### src/rtl/pipeline_ctrl_pkg.sv
// Shared constants for the pipeline controller: stall masks, reset/stop levels,
// the ERET exception code and the controller state encoding.
package pipeline_ctrl_pkg;

   localparam logic RstEnable = 1'b1;
   localparam logic Stop      = 1'b1;
   localparam logic NoStop    = 1'b0;

   // bit0 PC, bit1 IF, bit2 ID, bit3 EX, bit4 MEM, bit5 WB
   localparam logic [5:0] StallMaskMem  = 6'b011111;
   localparam logic [5:0] StallMaskEx   = 6'b001111;
   localparam logic [5:0] StallMaskId   = 6'b000111;
   localparam logic [5:0] StallMaskIf   = 6'b000011;
   localparam logic [5:0] StallMaskNone = 6'b000000;

   localparam logic [31:0] ExcEret = 32'h0000_000e;

   typedef enum logic {
      CtrlRun   = 1'b0,
      CtrlDrain = 1'b1
   } ctrl_state_e;

   // The deepest stage requesting a stall freezes itself and everything upstream.
   function automatic logic [5:0] stall_mask(input logic req_mem, input logic req_ex,
                                             input logic req_id, input logic req_if);
      if (req_mem == Stop)     return StallMaskMem;
      else if (req_ex == Stop) return StallMaskEx;
      else if (req_id == Stop) return StallMaskId;
      else if (req_if == Stop) return StallMaskIf;
      else                     return StallMaskNone;
   endfunction

endpackage

### src/rtl/pipeline_ctrl_sat_counter.sv
// Saturating event counter: counts inc cycles, holds at all-ones, clr wins over inc.
// One cycle latency from event to count; no backpressure.
module sat_counter
   import pipeline_ctrl_pkg::*;
#(
   parameter int WIDTH = 16
) (
   input  logic             clk,
   input  logic             rst,
   input  logic             inc,
   input  logic             clr,
   output logic [WIDTH-1:0] count
);

   logic [WIDTH-1:0] count_q;
   logic [WIDTH-1:0] count_d;

   always_comb begin
      count_d = count_q;
      if (clr)
         count_d = '0;
      else if (inc && !(&count_q))
         count_d = count_q + WIDTH'(1);
   end

   always_ff @(posedge clk) begin
      if (rst == RstEnable)
         count_q <= '0;
      else
         count_q <= count_d;
   end

   assign count = count_q;

endmodule

### src/rtl/pipeline_ctrl.sv
// Pipeline controller: merges stall requests, turns MEM exceptions into flush+redirect,
// drains a stale in-flight fetch after a flush. Outputs are zero-latency; counters lag one cycle.
module pipeline_ctrl
   import pipeline_ctrl_pkg::*;
#(
   parameter logic [31:0] EXC_VECTOR  = 32'h0000_0020,
   parameter int          STALL_CNT_W = 32,
   parameter int          FLUSH_CNT_W = 16
) (
   input  logic                   clk,
   input  logic                   rst,
   input  logic                   stallreq_from_if,
   input  logic                   stallreq_from_id,
   input  logic                   stallreq_from_ex,
   input  logic                   stallreq_from_mem,
   input  logic [31:0]            excepttype_i,
   input  logic [31:0]            cp0_epc_i,
   input  logic                   cnt_clr,
   output logic [5:0]             stall,
   output logic                   flush,
   output logic [31:0]            new_pc,
   output logic                   if_discard,
   output logic [STALL_CNT_W-1:0] stall_cycles_o,
   output logic [FLUSH_CNT_W-1:0] flush_count_o
);

   ctrl_state_e state_q;
   ctrl_state_e state_d;

   always_comb begin
      stall      = StallMaskNone;
      flush      = 1'b0;
      new_pc     = 32'h0;
      if_discard = 1'b0;
      state_d    = state_q;
      if (rst == RstEnable) begin
         state_d = CtrlRun;
      end else if (excepttype_i != 32'h0) begin
         flush      = 1'b1;
         new_pc     = (excepttype_i == ExcEret) ? cp0_epc_i : EXC_VECTOR;
         // A stale fetch already in DRAIN is still outstanding, so keep dropping it.
         if_discard = (state_q == CtrlDrain);
         if (state_q == CtrlRun && stallreq_from_if == Stop)
            state_d = CtrlDrain;
      end else if (state_q == CtrlDrain) begin
         stall      = StallMaskIf;
         if_discard = 1'b1;
         if (stallreq_from_if == NoStop)
            state_d = CtrlRun;
      end else begin
         stall = stall_mask(stallreq_from_mem, stallreq_from_ex,
                            stallreq_from_id, stallreq_from_if);
      end
   end

   always_ff @(posedge clk) begin
      if (rst == RstEnable)
         state_q <= CtrlRun;
      else
         state_q <= state_d;
   end

   sat_counter #(.WIDTH(STALL_CNT_W)) u_stall_cnt (
      .clk   (clk),
      .rst   (rst),
      .inc   (stall != StallMaskNone),
      .clr   (cnt_clr),
      .count (stall_cycles_o)
   );

   sat_counter #(.WIDTH(FLUSH_CNT_W)) u_flush_cnt (
      .clk   (clk),
      .rst   (rst),
      .inc   (flush),
      .clr   (cnt_clr),
      .count (flush_count_o)
   );

endmodule
### config.mk
export PLATFORM = sky130hd
export DESIGN_NAME = pipeline_ctrl
export DESIGN_NICKNAME = d
export VERILOG_FILES = /design/src/rtl/pipeline_ctrl_pkg.sv /design/src/rtl/pipeline_ctrl_sat_counter.sv /design/src/rtl/pipeline_ctrl.sv
export SDC_FILE = /design/constraint.sdc
export NUM_CORES = 1
export LEC_CHECK = 0
export CAP_MARGIN = 20
export CORE_MARGIN = 2
export CORE_UTILIZATION = 57
export CTS_CLUSTER_SIZE = 24
export DETAILED_ROUTE_END_ITERATION = 8
export DONT_BUFFER_PORTS = 1
export PLACE_DENSITY = 0.75
export SLEW_MARGIN = 20
export SYNTH_ARGS = -nofsm -noshare
export SYNTH_HDL_FRONTEND = slang
export SYNTH_SLANG_ARGS = --single-unit
### constraint.sdc
create_clock -name clk -period 2.2 [get_ports clk]
set_clock_uncertainty 0.15 [all_clocks]
set_input_delay 0.11 -clock clk [delete_from_list [all_inputs] [get_ports clk]]
set_output_delay 0.11 -clock clk [all_outputs]
set_load 0.03 [all_outputs]
Word level (Yosys, flattened, before mapping)
Index checks and enable logic that the tools add are counted.

word-level totals
  register bits after elaboration = 49
  input port bits = 71
  output and inout bits = 88
  word-level logic and storage cells = 37

cells by class
  add/sub/neg operators = 2
  equal/unequal tests = 2
  muxes and demuxes = 19
  bitwise logic cells = 1
  reduce and logical (&&, ||, !) cells = 10

operators by type and width
  cell                                                                    count
  32-bit two-way mux                                                      3
  32-bit by 1-bit adder with 32-bit output, second input constant         1
  32-bit by 4-bit equality test with 1-bit output, second input constant  1
  32-bit AND reduction                                                    1
  32-bit nonzero test                                                     1
  16-bit by 1-bit adder with 16-bit output, second input constant         1
  16-bit AND reduction                                                    1
  6-bit two-way mux                                                       2
  5-bit two-way mux                                                       2
  1-bit two-way mux                                                       9
  6-bit nonzero test                                                      1
  4-bit two-way mux                                                       1
  1-bit logical AND                                                       3
  3-bit two-way mux                                                       1
  1-bit zero test                                                         2
  2-bit two-way mux                                                       1
  2-bit by 1-bit != test with 1-bit output, second input constant         1
  2-bit OR reduction                                                      1
  1-bit inverter                                                          1

Depth between registers and ports, before layout
  word-level depth = 9
  depth in mapped cells = 9
  depth with buffers taken out = 7

Modules after synthesis
Synthesis repeated with hierarchy kept, for this count alone.

unflattened totals
  cells, all modules = 381
  area total of the unflattened synthesis = 3062.9 sq um

modules (own cells, without submodules)
  module                      times used  cells each  area an instance (sq um)  sequential area each (sq um)
  sat_counter at u_stall_cnt  1           202         1680.4                    640.6
  sat_counter at u_flush_cnt  1           110         924.6                     320.3
  pipeline_ctrl               1           69          457.9                     20.0

Worst setup path before layout
OpenSTA, ideal clock, no wires.

  path kind = input to output
  from = in excepttype_i[16]
  to = out stall[4]
  arrival = 2.433 ns
  required time = 1.940 ns
  setup slack = -0.493 ns
  stages = 5
  path buffers = 0
  path through = nor4_1 -> nand4_1 -> or2_2 -> or3_2 -> nor4b_1

on the way
  word-level cells in the longest chain between the ends = 3

RTL lines
  what                 RTL line             source
  start, declared      pipeline_ctrl.sv:16  input logic [31:0] excepttype_i,
  32-bit nonzero test  pipeline_ctrl.sv:38  end else if (excepttype_i != 32'h0) begin
  6-bit two-way mux    pipeline_ctrl.sv:38
  6-bit two-way mux    pipeline_ctrl.sv:36  if (rst == RstEnable) begin
  end, declared        pipeline_ctrl.sv:19  output logic [5:0] stall,

Every way passes these cells.

Worst setup path in the final report
  from = reg u_stall_cnt.count_q[0] (netlist: u_stall_cnt.count[0])
  to = reg u_stall_cnt.count_q[20] (netlist: u_stall_cnt.count[20])

on the way
  word-level cells in the longest chain between the ends = 3
  elaborated cells on any way between the ends = 4
  classes of those cells = add/sub: 1; reduce/logical: 3

RTL lines
  what                                                                              RTL line                         source
  start, declared                                                                   pipeline_ctrl_sat_counter.sv:15  logic [WIDTH-1:0] count_q;
  start signal, assigned                                                            pipeline_ctrl_sat_counter.sv:30  count_q <= count_d;
  branches (longest 3 deep; another with 32-bit by 1-bit adder with 32-bit output)  --

Parallel ways; which one is timed is not known.
A chain may end at the register's enable or synchronous reset.

==> flow_summary.yaml <==
status:
  status: "finished, final reports clean"
cts:
  clk_latency_ps: 310
  clk_pin_slew_ps: 100
  tritoncts: "yes"
  cts_num_sinks: 49
  cts_htree_levels: 2
  cts_buffers: 5
  clock-root-buffer: "clkbuf_8"
  clk_path_buf_depth: 2
timing:
  fin_ws_ps: 111
  tns_ps: 0
  finalSetupViolations: 0
  period_share: 0.950
  tightest_slew_ps: 714
  holdWs_ps: 19.4
  fmax_mhz: 479
  finalCriticalPeriod_ps: 2090
  rsz0062_at_grt: "true"
  drv_slew: 0
  final_hold_viol_count: 0
  relSlewSlack: 0.526
drt:
  dr_total_vias: 3229
  dr.pass1.iters: 5
  ant_nets: 0
  post_drt_wl_per_cell_um: 19.2
  drc: 0
  finalWirelength_um: 9990
  first_iter_violations: 282
  viasPerCell: 6.21
global_route:
  grt_pass1_wl_um: 14600
  grt_overflow_total: 0
  antenna_found_initial: 2
  grtUsageMet1: 0.394
  grt_busiest_layer: "met2"
  grt_max_degree: 32
  use_met3: 0.101
  met2_usage: 0.594
  grt_use_total: 0.343
  grt_pass1_vias: 2977
synth:
  synth_seq_cells: 49
  syn_area_um2: 2900
  ys_types: 47
  synth_top_cell_area_share: 0.339
  synth_top_area_cell: "dfxtp_1"
  seq_area_frac_synth: 0.339
  postSynthAreaPerCell_um2: 7.87
  synth_nets: 441
  netlist_instances: 368
  synthTopCellsByArea: "dfxtp_1 34%, and2_1 7.6%, xnor2_1 5.4%, nor2_1 4.7%, nand4_1 4.1%"
  synth_warnings: 0
worst_setup_path:
  end_kind: "flop"
  worst_setup_path_start_kind: "flop"
  critPathKind: "reg -> reg"
  required_ps: 2270
  cp_max_fo: 4
  worst-endpoint-arrival_ps: 2160
placed_design:
  hpwl_um: 7610
  gp_congestion: 0.965
  dp_slack_ps: -108
  port-buffer-count: 0
  placedInstanceArea_um2: 3630
  dp_cells: 502
cells_and_area:
  final_util: 0.808
  area_delta_synth_final_pct: 34.3
  fin_nets: 523
  layout-drive-gt1-share: 0.279
  final_cell_area_um2: 3890
  instances_no_fill: 520
die:
  start_util: 0.602
  dieArea_um2: 5670
  die_h_um: 75.3
  core-area_um2: 4820
  rows: 25
  die_width_um: 75.3
  io-pin-count: 159
pwr:
  finalPower_mw: 1.63
  vdd_ir_drop_max_v: 0.000310
  p_per_area_nw_per_um2: 418
  p_leak_nw: 1.42
worst_hold_path:
  hold_class: "in -> reg"
flow_run:
  max_cap_violations: 0
-- final cells by class --
cell class	instances	area [um^2]
Fill cell	339	925
Multi-Input combinational cell	296	1890
Clock inverter	3	43.8
Timing Repair Buffer	91	773
Clock buffer	5	68.8
Inverter	7	38.8
Antenna cell	2	5.00
Sequential cell	49	987
Tap cell	67	83.8
-- critical path, cell delays in order (launching register included) --
cell      delay [ps]
dfxtp_2          340
ha_1             160
nand4_1          110
nor2_1           190
a21boi_2         290
nand4_1          230
or3_1            400
a21oi_1          140
-- Yosys cell counts (all sizes together) --
cell / count
mux2i: 1
and3: 4
nor3b: 1
nor4: 21
or3b: 1
nor3: 17
nand2: 27
ha: 2
clkbuf: 10
nor4bb: 1
nand3: 23
xnor2: 18
conb: 1
buf: 6
a21oi: 20
or4: 5
dfxtp: 49
nand4: 19
a31o: 1
o21ai: 16
or2: 2
o21a: 2
a21o: 1
clkinv: 1
nand3b: 1
maj3: 1
nor2b: 1
and4: 4
nor4b: 3
or3: 19
inv: 6
o211a: 1
nor2: 36
a21boi: 1
o31ai: 3
xor2: 6
and2: 35
o211ai: 1
o41ai: 1
-- layout by cell type, fill, tap and decap left out, types with 2 or more instances in the layout --
| cell | n |
|---|---|
| inv_1 | 6 |
| o21ai_0 | 16 |
| nor4_2 | 7 |
| nor3_2 | 2 |
| or3_4 | 3 |
| nor4_1 | 13 |
| and2_1 | 35 |
| clkbuf_8 | 5 |
| xnor2_1 | 18 |
| and4_1 | 4 |
| dfxtp_2 | 5 |
| ha_1 | 2 |
| nand4_1 | 19 |
| or2_2 | 2 |
| o31ai_1 | 3 |
| and3_1 | 4 |
| nand2_1 | 26 |
| buf_4 | 79 |
| a21oi_1 | 20 |
| xor2_1 | 6 |
| diode_2 | 2 |
| dlygate4sd3_1 | 6 |
| nor2_1 | 36 |
| or3_1 | 16 |
| or4_1 | 4 |
| nor3_1 | 14 |
| dfxtp_1 | 44 |
| nand3_2 | 2 |
| buf_12 | 6 |
| nand3_1 | 21 |
| o21a_1 | 2 |
-- flip-flops by register name, indices dropped and copies added (netlist names) --
name,count
state_q,1
u_flush_cnt.count,16
u_stall_cnt.count,32
-- worst paths after layout --
check,startpoint,end,slack (ps),cells past startpoint
hold / removal,excepttype_i[6],u_stall_cnt.count[1]$_SDFFE_PP0P_,20,5
setup reg to reg,u_stall_cnt.count[0]$_SDFFE_PP0P_,u_stall_cnt.count[20]$_SDFFE_PP0P_,110,7
hold reg to reg,u_flush_cnt.count[1]$_SDFFE_PP0P_,u_flush_cnt.count[1]$_SDFFE_PP0P_,370,2
setup / recovery,u_stall_cnt.count[0]$_SDFFE_PP0P_,u_stall_cnt.count[20]$_SDFFE_PP0P_,110,7
-- metal layers --
metal / wire [um] / share of wire
met5: 0 / 0
met4: 379 / 0.038
met2: 5040 / 0.51
met1: 3590 / 0.36
met3: 977 / 0.098
-- cell families after synthesis --
| family | Yosys count | synth area share |
|---|---|---|
| and+or+nand+nor | 220 | 0.435 |
| DFF | 49 | 0.339 |
| AOI/OAI and AO/OA | 47 | 0.0924 |
| xor gates and xnor gates | 24 | 0.0725 |
| buffers and inverters | 23 | 0.0445 |
| adders and majority gates | 3 | 0.0121 |
| other | 1 | 0.00129 |
| muxes | 1 | 0.00345 |
-- power breakdown --
| group | total [mW] | internal [mW] | leakage (nW) | switching [mW] |
|---|---|---|---|---|
| Clock | 0.655 | 0.341 | 0.0585 | 0.314 |
| Sequential | 0.890 | 0.889 | 0.398 | 0.00155 |
| Combinational | 0.0818 | 0.0317 | 0.968 | 0.0500 |
| Total | 1.63 | 1.26 | 1.42 | 0.366 |
-- repair_timing --
item                                   CTS  global route
gates resized for setup                  0            12
setup endpoints to repair                1            23
endpoints found under the hold margin    6             0
pin swaps                                1             7
hold buffers                             6             0
buffers inserted                         1             1
No activity file was read; power rests on OpenSTA's default activity.
